===== src/rtl/sreg_rx_pkg.sv =====
// sreg_rx_pkg
//   Shared definitions for the 2-lane pixel shift-register readout receiver:
//   default pixel/counter widths, lane length and the controller state type.
package sreg_rx_pkg;

    localparam int PIX_W_DEF = 42;               // pixel word width (even)
    localparam int CNT_W_DEF = 16;               // pixel count / index width
    localparam int LANE_LEN  = PIX_W_DEF / 2;    // bits carried per lane

    typedef enum logic [1:0] {
        ST_IDLE,
        ST_LOAD,
        ST_SHIFT,
        ST_DRAIN
    } state_t;

endpackage


===== src/rtl/sreg_readout_rx_if.sv =====
// sreg_readout_rx_if
//   Pixel output bus of the readout receiver (valid/ready handshake).
//   pixel_data  : reassembled pixel word
//   pixel_valid : pixel_data holds an unconsumed word
//   pixel_ready : downstream accepts the word
//   pixel_idx   : 0-based index of the word within the frame
//   master = receiver side, slave = downstream consumer.
interface sreg_readout_rx_if
    import sreg_rx_pkg::*;
#(
    parameter int PIX_W = PIX_W_DEF,
    parameter int CNT_W = CNT_W_DEF
);
    logic [PIX_W-1:0] pixel_data;
    logic             pixel_valid;
    logic             pixel_ready;
    logic [CNT_W-1:0] pixel_idx;

    modport master (
        output pixel_data,
        output pixel_valid,
        output pixel_idx,
        input  pixel_ready
    );

    modport slave (
        input  pixel_data,
        input  pixel_valid,
        input  pixel_idx,
        output pixel_ready
    );
endinterface


===== src/rtl/sreg_lane_deser.sv =====
// sreg_lane_deser
//   Single-lane MSB-first accumulator. Only the LANE_LEN-1 oldest bits are
//   stored; word_next presents the full lane word including the bit being
//   captured this cycle, so the parent can latch a complete word on the
//   final capture edge without an extra cycle.
//   Ports: sclk, rst (async, active-high), clr (sync clear), cap_en (shift in
//   din), din (lane serial bit), word_next (stored bits & din).
module sreg_lane_deser
    import sreg_rx_pkg::*;
#(
    parameter int LANE_LEN_P = LANE_LEN
)
(
    input  logic                  sclk,
    input  logic                  rst,
    input  logic                  clr,
    input  logic                  cap_en,
    input  logic                  din,
    output logic [LANE_LEN_P-1:0] word_next
);

    logic [LANE_LEN_P-2:0] acc_reg;

    assign word_next = {acc_reg, din};

    always_ff @(posedge sclk or posedge rst) begin
        if (rst) begin
            acc_reg <= '0;
        end else if (clr) begin
            acc_reg <= '0;
        end else if (cap_en) begin
            acc_reg <= word_next[LANE_LEN_P-2:0];
        end
    end

endmodule


===== src/rtl/sreg_readout_rx.sv =====
// sreg_readout_rx
//   Readout controller and deserializer for the 2-lane pixel shift register.
//   Drives shift (0 = load, 1 = shift), captures the register's registered
//   2-bit output one edge later, rebuilds each PIX_W-bit word and hands it
//   downstream on pix_if. One frame of num_pixels words per start pulse.
//   Ports: sclk, rst (async, active-high), start, abort, num_pixels,
//   sreg_out (lane0 = bit0 -> word MSB half, lane1 = bit1 -> LSB half),
//   pixel_ref, shift, pix_adv, pix_if (master), busy, done, mismatch.
//   Optional build macro SREG_READOUT_CHECK_EN: latch pixel_ref when a pixel
//   starts shifting and flag (sticky until rst or start) any word that
//   differs from it. Without the macro mismatch is constant 0.
module sreg_readout_rx
    import sreg_rx_pkg::*;
#(
    parameter int PIX_W = PIX_W_DEF,
    parameter int CNT_W = CNT_W_DEF
)
(
    input  logic               sclk,
    input  logic               rst,
    input  logic               start,
    input  logic               abort,
    input  logic [CNT_W-1:0]   num_pixels,
    input  logic [1:0]         sreg_out,
    input  logic [PIX_W-1:0]   pixel_ref,
    output logic               shift,
    output logic               pix_adv,
    sreg_readout_rx_if.master  pix_if,
    output logic               busy,
    output logic               done,
    output logic               mismatch
);

    localparam int L  = PIX_W / 2;
    localparam int BW = $clog2(L);

    state_t           state_reg, state_next;
    logic [BW-1:0]    bit_cnt_reg, cap_cnt_reg;
    logic [CNT_W-1:0] num_reg, pix_cnt_reg, cap_idx_reg;
    logic             shift_d_reg, pix_adv_reg, busy_reg, done_reg;
    logic [PIX_W-1:0] data_reg;
    logic             valid_reg;
    logic [CNT_W-1:0] idx_reg;

    logic             start_go, abort_hit, load_exit, last_pix, last_accept;
    logic             cap_en, word_done;
    logic [L-1:0]     lane_word [2];
    logic [PIX_W-1:0] word_next;

    assign start_go    = (state_reg == ST_IDLE) && start;
    assign abort_hit   = (state_reg != ST_IDLE) && abort;
    assign last_pix    = (pix_cnt_reg == num_reg - CNT_W'(1));
    assign last_accept = (state_reg == ST_DRAIN) && valid_reg && pix_if.pixel_ready
                         && (idx_reg == num_reg - CNT_W'(1));
    // Output data lags shift by one edge, so capture follows the delayed shift.
    assign cap_en      = shift_d_reg && !abort_hit;
    assign word_done   = cap_en && (cap_cnt_reg == BW'(L - 1));
    assign load_exit   = (state_reg == ST_LOAD) && (state_next == ST_SHIFT);
    assign word_next   = {lane_word[0], lane_word[1]};

    generate
        for (genvar gi = 0; gi < 2; gi++) begin : g_lane
            sreg_lane_deser #(.LANE_LEN_P(L)) u_lane (
                .sclk      (sclk),
                .rst       (rst),
                .clr       (abort_hit),
                .cap_en    (cap_en),
                .din       (sreg_out[gi]),
                .word_next (lane_word[gi])
            );
        end
    endgenerate

    always_comb begin
        state_next = state_reg;
        case (state_reg)
            ST_IDLE:  if (start && num_pixels != '0) state_next = ST_LOAD;
            // Leave LOAD only once the previous pixel's capture has finished
            // and its word is gone (or leaves this edge): no overwrite possible.
            ST_LOAD:  if (!shift_d_reg && (!valid_reg || pix_if.pixel_ready))
                          state_next = ST_SHIFT;
            ST_SHIFT: if (bit_cnt_reg == BW'(L - 1))
                          state_next = last_pix ? ST_DRAIN : ST_LOAD;
            ST_DRAIN: if (last_accept) state_next = ST_IDLE;
            default:  state_next = ST_IDLE;
        endcase
        if (abort_hit) state_next = ST_IDLE;
    end

    always_ff @(posedge sclk or posedge rst) begin
        if (rst) begin
            state_reg   <= ST_IDLE;
            bit_cnt_reg <= '0;
            cap_cnt_reg <= '0;
            num_reg     <= '0;
            pix_cnt_reg <= '0;
            cap_idx_reg <= '0;
            shift_d_reg <= 1'b0;
            pix_adv_reg <= 1'b0;
            busy_reg    <= 1'b0;
            done_reg    <= 1'b0;
            data_reg    <= '0;
            valid_reg   <= 1'b0;
            idx_reg     <= '0;
        end else begin
            state_reg   <= state_next;
            shift_d_reg <= shift && !abort_hit;
            pix_adv_reg <= load_exit;
            done_reg    <= 1'b0;

            if (start_go) begin
                num_reg     <= num_pixels;
                pix_cnt_reg <= '0;
                cap_idx_reg <= '0;
                bit_cnt_reg <= '0;
                cap_cnt_reg <= '0;
                if (num_pixels == '0) done_reg <= 1'b1;
                else                  busy_reg <= 1'b1;
            end

            if (state_reg == ST_SHIFT) begin
                if (bit_cnt_reg == BW'(L - 1)) begin
                    bit_cnt_reg <= '0;
                    if (!last_pix) pix_cnt_reg <= pix_cnt_reg + CNT_W'(1);
                end else begin
                    bit_cnt_reg <= bit_cnt_reg + BW'(1);
                end
            end

            // A word written this edge takes priority over the ready clear.
            if (pix_if.pixel_ready) valid_reg <= 1'b0;
            if (cap_en) begin
                if (word_done) begin
                    data_reg    <= word_next;
                    valid_reg   <= 1'b1;
                    idx_reg     <= cap_idx_reg;
                    cap_idx_reg <= cap_idx_reg + CNT_W'(1);
                    cap_cnt_reg <= '0;
                end else begin
                    cap_cnt_reg <= cap_cnt_reg + BW'(1);
                end
            end

            if (last_accept) begin
                done_reg <= 1'b1;
                busy_reg <= 1'b0;
            end

            if (abort_hit) begin
                busy_reg    <= 1'b0;
                done_reg    <= 1'b0;
                valid_reg   <= 1'b0;
                bit_cnt_reg <= '0;
                cap_cnt_reg <= '0;
            end
        end
    end

    assign shift              = (state_reg == ST_SHIFT);
    assign pix_adv            = pix_adv_reg;
    assign busy               = busy_reg;
    assign done               = done_reg;
    assign pix_if.pixel_data  = data_reg;
    assign pix_if.pixel_valid = valid_reg;
    assign pix_if.pixel_idx   = idx_reg;

`ifdef SREG_READOUT_CHECK_EN
    logic [PIX_W-1:0] ref_q_reg;
    logic             mismatch_reg;

    // ref_q is taken on the same edge the register last loads pixel_ref.
    always_ff @(posedge sclk or posedge rst) begin
        if (rst) begin
            ref_q_reg    <= '0;
            mismatch_reg <= 1'b0;
        end else begin
            if (load_exit) ref_q_reg <= pixel_ref;
            if (start_go)
                mismatch_reg <= 1'b0;
            else if (word_done && (word_next != ref_q_reg))
                mismatch_reg <= 1'b1;
        end
    end

    assign mismatch = mismatch_reg;
`else
    logic ref_unused;
    assign ref_unused = ^pixel_ref;
    assign mismatch   = 1'b0;
`endif

endmodule


===== src/flat_wrapper.sv =====
// flat-port wrapper written by rule: the top's interface ports become plain ports
module sreg_readout_rx_flat import sreg_rx_pkg::*;
#(
    parameter int PIX_W = PIX_W_DEF,
    parameter int CNT_W = CNT_W_DEF
)
  (sclk, rst, start, abort, num_pixels, sreg_out, pixel_ref, shift, pix_adv, busy, done, mismatch, pix_if_pixel_data, pix_if_pixel_valid, pix_if_pixel_idx, pix_if_pixel_ready);
  sreg_readout_rx_if #(.PIX_W(PIX_W), .CNT_W(CNT_W)) pix_if_i ();
  input  logic sclk;
  input  logic rst;
  input  logic start;
  input  logic abort;
  input  logic [CNT_W-1:0] num_pixels;
  input  logic [1:0] sreg_out;
  input  logic [PIX_W-1:0] pixel_ref;
  output logic shift;
  output logic pix_adv;
  output logic busy;
  output logic done;
  output logic mismatch;
  output wire logic [$bits(pix_if_i.pixel_data)-1:0] pix_if_pixel_data;
  output wire logic [$bits(pix_if_i.pixel_valid)-1:0] pix_if_pixel_valid;
  output wire logic [$bits(pix_if_i.pixel_idx)-1:0] pix_if_pixel_idx;
  input wire logic [$bits(pix_if_i.pixel_ready)-1:0] pix_if_pixel_ready;
  assign pix_if_pixel_data = pix_if_i.pixel_data;
  assign pix_if_pixel_valid = pix_if_i.pixel_valid;
  assign pix_if_pixel_idx = pix_if_i.pixel_idx;
  assign pix_if_i.pixel_ready = pix_if_pixel_ready;
  sreg_readout_rx #(.PIX_W(PIX_W), .CNT_W(CNT_W)) u_core (.sclk(sclk), .rst(rst), .start(start), .abort(abort), .num_pixels(num_pixels), .sreg_out(sreg_out), .pixel_ref(pixel_ref), .shift(shift), .pix_adv(pix_adv), .pix_if(pix_if_i), .busy(busy), .done(done), .mismatch(mismatch));
endmodule

===== config.mk =====
export PLATFORM = sky130hd
export DESIGN_NAME = sreg_readout_rx_flat
export DESIGN_NICKNAME = d
export VERILOG_FILES = /design/src/rtl/sreg_rx_pkg.sv /design/src/rtl/sreg_readout_rx_if.sv /design/src/rtl/sreg_lane_deser.sv /design/src/rtl/sreg_readout_rx.sv /design/src/flat_wrapper.sv
export SDC_FILE = /design/constraint.sdc
export NUM_CORES = 1
export LEC_CHECK = 0
export CORE_MARGIN = 4
export CORE_UTILIZATION = 40
export CTS_BUF_LIST = sky130_fd_sc_hd__clkbuf_8
export CTS_CLUSTER_DIAMETER = 150
export CTS_CLUSTER_SIZE = 30
export DETAILED_ROUTE_END_ITERATION = 10
export HOLD_SLACK_MARGIN = 0.05
export PLACE_DENSITY = 0.66
export SLEW_MARGIN = 40
export SYNTH_ARGS = -nofsm -noshare
export SYNTH_HDL_FRONTEND = slang
export SYNTH_SLANG_ARGS = --single-unit

===== constraint.sdc =====
create_clock -name sclk -period 16.89 [get_ports sclk]
set_input_delay 3.378 -clock sclk [delete_from_list [all_inputs] [get_ports sclk]]
set_output_delay 3.378 -clock sclk [all_outputs]
set_load 0.02 [all_outputs]

; Word-level counts from Yosys, hierarchy flattened
; Cells that the tools add are included.
[totals]
ff_bits = 163
inputBits = 65
out_inout_bits = 64
elab_cells = 91
[classes]
reduce_logical = 25
mux = 37
n_eq_ne = 9
addsub = 5
[op_table]
columns = operator, count
row1 = two-way mux 16 bit, 7
row2 = two-way mux 20 bit, 4
row3 = two-way mux 5 bit, 7
row4 = "adder 16 x 1 -> 16 bit, second input constant", 2
row5 = == test 16 bit, 2
row6 = logical NOT 16 bit, 1
row7 = nonzero test 16 bit, 1
row8 = "subtractor 16 x 1 -> 16 bit, second input constant", 1
row9 = two-way mux 1 bit, 12
row10 = two-way mux 2 bit, 6
row11 = logical AND 1 bit, 11
row12 = "adder 5 x 1 -> 5 bit, second input constant", 2
row13 = "== test 5 bit, second input constant", 2
row14 = nonzero test 3 bit, 3
row15 = case mux 2 bit (4 select lines), 1
row16 = "== test 2 bit, second input constant", 3
row17 = AND reduction 2 bit, 2
row18 = nonzero test 2 bit, 2
row19 = logical NOT 1 bit, 3
row20 = "!= test 3 x 1 -> 1 bit, second input constant", 1
row21 = "== test 2 x 1 -> 1 bit, second input constant", 1
row22 = logical NOT 2 bit, 1
row23 = logical OR 1 bit, 1

; Logic depth before layout (Yosys ltp)
[depth]
depth_word = 9
ltp_mapped = 11
mapped_depth_nobuf = 10

; By module
; From an unflattened synthesis, not the netlist that was laid out.
[hier_totals]
hier_cells = 843
hier_area_um2 = 7875.1
[by_module_without_submodules]
columns = mod, area_each_um2, seq_area_each_um2, n_inst, cells_per_inst
row1 = sreg_readout_rx, 6241.0, 3078.0, 1, 711
row2 = sreg_lane_deser, 817.0, 500.5, 2, 66

; Worst setup path before layout
; Ideal clock, no wire load.
[synth_timing]
path_kind = input port to flip-flop
from = in abort
to = reg u_core.cap_idx_reg[15]
arrival_ps = 4617
path_buffers = 1
setup_slack_ps = 12143
required_ps = 16760
stages = 7
setup_ps = 130
cell_sequence = o21ai_0 -> nand3_1 -> nor3_1 -> nand2b_1 -> clkbuf_1 -> o211ai_1 -> o31ai_1
[synth_between]
elab_chain_cells = 6
[synth_lines]
columns = item, line_no
row1 = "start, declared", flat_wrapper.sv:12  ; input logic abort;
row2 = logical AND 1 bit (*), sreg_readout_rx.sv:51  ; assign abort_hit = (state_reg != ST_IDLE) && abort;
row3 = logical NOT 1 bit (*), sreg_readout_rx.sv:56  ; assign cap_en = shift_d_reg && !abort_hit;
row4 = logical AND 1 bit (*), sreg_readout_rx.sv:56
row5 = logical AND 1 bit, sreg_readout_rx.sv:57  ; assign word_done = cap_en && (cap_cnt_reg == BW'(L - 1));
row6 = two-way mux 16 bit, sreg_readout_rx.sv:133  ; if (word_done) begin
row7 = two-way mux 16 bit (*), sreg_readout_rx.sv:132  ; if (cap_en) begin
row8 = "end signal, assigned", sreg_readout_rx.sv:137  ; cap_idx_reg <= cap_idx_reg + CNT_W'(1);
row9 = "end, declared", sreg_readout_rx.sv:39  ; logic [CNT_W-1:0] num_reg, pix_cnt_reg, cap_idx_reg;
; Mark *: on every way between the ends. The rest lies on a longest branch, timed or not.
; A chain may end at the register's enable or synchronous reset.

; Final worst setup path
[layout_timing]
from = in abort
to = reg u_core.cap_idx_reg[11]
; Same word-level chain as after synthesis.

==> summary.md <==
| Metric | Value |
|---|---|
| Switch share | `36.84%` |
| Final hold slack | `0.4828 ns` |
| DP Worst Slack | `~11 ns` |
| RR Startpoint | `u_core.num_reg[0]` |
| Synth Cell Area | `approximately 8000 µm²` |
| Pwr per Cell Area | `109.8 nW/µm²` |
| Fin crit share | `a little under a third` |
| Slew margin rel. | `50.07%` |
| Hold Path Origin | `u_core.pix_if.pixel_data[8]` |
| Max-cap violations | `0` |
| Critical path, cell by cell | `clkdlybuf4s50_1 -> o21ai_0 -> nand3_2 -> buf_4 -> nand2_1 -> o211ai_1 -> o31ai_1` |
| Final WL | `18210 µm` |
| Static Leak | `roughly 4.3 nW` |
| Via Count | `6065` |
| Hold crit path type | `reg -> reg` |
| Setup CP Type | `in -> reg` |
| Sequential share of power | `45.8%` |
| RD Place Congestion | `0.8881` |
| Die area | `about 22000 µm²` |
| Synth-to-layout area growth | `19.29%` |
| Ports | `129` |
| Commonest cells after routing, fill and taps aside | `268 x nand2_1, 162 x dfrtp_1, 85 x clkdlybuf4s50_1, 58 x nor2_1, 50 x mux2i_1` |
| R2R setup slack | `13.76 ns` |
| Post-CTS sizing | `0` |
| Die Height | `approximately 150 µm` |
| CTS buffer count | `17` |
| Mapped Nets | `901` |
| Gr usage total | `between 10% and 20%` |
| Ys Warns | `0` |
| Final Hold Viols | `0` |
| R2R Path End | `u_core.pix_cnt_reg[12]` |
| CTS sink count | `163` |
| Clock share of power | `27.8%` |
| Commonest non-fill, non-tap cell in the layout | `nand2_1` |
| Fin cells | `1175` |
| Largest family of logic cells by synthesized area | `simple AND/OR/NAND/NOR gates` |
| Finish-stage setup viols | `0` |
| Die width | `147.5 µm` |
| Number of remaining DRC errors | `0` |
| FF+latch count, synth | `163` |
| Clock Path Buffers | `2` |
| Final HPWL DP | `~12000 µm` |
| Slew at the pin closest to its max-slew limit | `0.7490 ns` |
| Core ar. | `18890 µm²` |
| Comb power frac | `a little over a quarter` |
| I/O Buffers | `85` |
| CTS tree | `done` |
| Top FF cell, synth | `dfrtp_1` |
| # hold bufs at CTS | `0` |
| Cell internal pwr | `0.0006435 W` |
| Post-synthesis compound-gate area fraction | `6.064%` |
| Fin crit period | `around 5.3 ns` |
| Clk_skew | `0.01184 ns` |
| Distinct cells, synth | `between 60 and 70` |
| Setup TNS | `0 ns` |
| Clock-pin transition on the worst setup and hold timing paths | `approximately 0.09 ns` |
| RSZ-0062 raised after global routing | `no` |
| Dpl cells | `1143` |
| Wire per inst | `15.49 µm` |
| Worst stage delay on the critical path | `0.60 ns` |
| Critical path required time | `17.22 ns` |
| Final Max Slew Viols | `0` |
| H-tree levels | `4` |
| Asr flop ratio synth | `100.0%` |
| Max reg flops | `42` |
| Worst Hold Endpoint | `u_core.pix_if.pixel_data[8]` |
| Hold Path Depth | `2` |
| Num rows | `50` |
| Final core occ | `between 40% and 50%` |
| EDFF count, synth | `0` |
| Arrival time worst endpoint | `around 5.7 ns` |
| Psw | `0.0003753 W` |
| Post-Synth Adder-Cell Area | `1.399%` |
| Initial antenna violation count | `0` |
| CP Max Fanout | `69` |
| First-pass GRT wire length | `around 30000 µm` |
| Worst setup EP type | `register` |
| Status | `finished, final reports clean` |
| Grt total ovfl | `0` |
| Final net count | `974` |
| Via-per-instance ratio | `5.162` |
| Max Clk Rate | `187.7 MHz` |
| Number of global-route vias before repair | `slightly below 6000` |
| Sequential share of the synthesized area | `52.44%` |
| Mux cell area share after synthesis | `6.434%` |
| Post-synthesis simple-gate area fraction | `25.61%` |
| Largest net degree at the start of global routing | `83` |
| Post-synthesis xor/xnor area fraction | `5.147%` |
| Reg2Reg Depth | `11` |
| Initial DRC Count | `358` |
| Layout cells sized above 1 | `6.995%` |
| # diodes | `0` |
| Remaining antenna violation count | `0` |
| Avg Cell Area, Syn | `9.383 µm²` |
| Starting Density | `41.17%` |
| Post-CTS Setup Inserts | `0` |
| Setup ws final | `11.56 ns` |
| Maximum vdd drop | `0.04761 mV` |
| Max stage delay cell, worst path | `buf_4` |
| Crit start category | `input port` |
| Root buf cell | `clkbuf_8` |
| Clk_lat worst skew | `between 0.4 and 0.5 ns` |
| DR pass1 iterations | `5` |
| Post-Syn Instances | `829` |
## per-stage QoR
stage | power, W | area, µm²
CTS | 0.001030 | 9276
detailed placement | 0.0007427 | 8886
global placement | 0.0007313 | 8837
floorplan | 0.0006720 | 7779
global route | 0.001079 | 9279
finish | 0.001019 | 9279
## critical path: cells and delay by family
kind	cells	cell delay (ns)
buffers and inverters	2	1.18
AOI/OAI and AO/OA	3	0.56
and+or+nand+nor	2	0.54
## final cells by class
cell class              instances  area, µm²
clock buffers                  17      234.0
clock inverters                15      156.4
fillers                      1830       9614
inverters                       9      38.79
multi-input cells             616       3497
flip-flops and latches        163       4080
well taps                     260      325.3
repair buffers                 95      947.2
## Yosys cell counts (all sizes together) (2+ instances only)
cell       n  area, µm²
mux2i     50      500.5
nand4b     3      32.53
xnor3      3      67.56
dfrtp    163       4079
a31o       3      26.28
and2       2      12.51
a21oi      7      35.03
and4b      2      20.02
nor3b      2      20.02
ha         7      87.58
and3      11      68.82
nand4     13      81.33
a22o       2      17.52
inv        9      33.78
o21ai     31      155.1
or2        2      12.51
nor3      20      105.1
maj3       2      21.27
xnor2     18      157.7
nor2      60      227.7
or4        3      30.03
o211ai     6      45.04
nor4b      2      23.77
nor2b      4      25.02
o2111ai    2      23.77
buf        8      65.05
nor4      12      105.1
nand2    268       1006
nand3     26      130.1
nand2b     3      18.77
or3        5      36.28
xor2      20      175.2
a211oi     5      37.54
clkbuf    33      123.9
o31ai      8      60.06
## cells by family (layout without fill, tap and decap cells)
group,count (synthesis),after routing
fa+ha+maj,9,9
buf+inv,50,136
flops,163,163
compound gates,73,73
xor+xnor,41,41
other cells,1,1
simple gates,442,442
mux,50,50
## power by group through the flow
stage | logic, W | registers (W) | clock network (W)
5_1_grt | 0.000297 | 0.000474 | 0.000308
3_3_place_gp | 0.000258 | 0.000473 | 0
2_1_floorplan | 0.000219 | 0.000453 | 0
4_1_cts | 0.000271 | 0.000466 | 0.000293
6_report | 0.000269 | 0.000467 | 0.000283
3_5_place_dp | 0.000270 | 0.000473 | 0
## routing by layer
layer	wire length (µm)	GRT usage, %	share of wire [%]
met1	8260	23.12	45
met2	8649	27.60	48
met3	1015	5.028	5.6
met4	280	4.240	1.5
met5	0	0	0
## how the worst max path moves through the flow
stage | startpoint | depth (start not counted) | endpoint
after global placement | abort | 7 | u_core.cap_idx_reg[11]
after detailed placement | abort | 7 | u_core.cap_idx_reg[11]
after CTS | u_core.state_reg[0] | 3 | shift
after global routing | abort | 7 | u_core.cap_idx_reg[10]
after floorplan | rst | 1 | u_core.bit_cnt_reg[0]
final | abort | 7 | u_core.cap_idx_reg[11]
(Power assumes the default switching activity.)
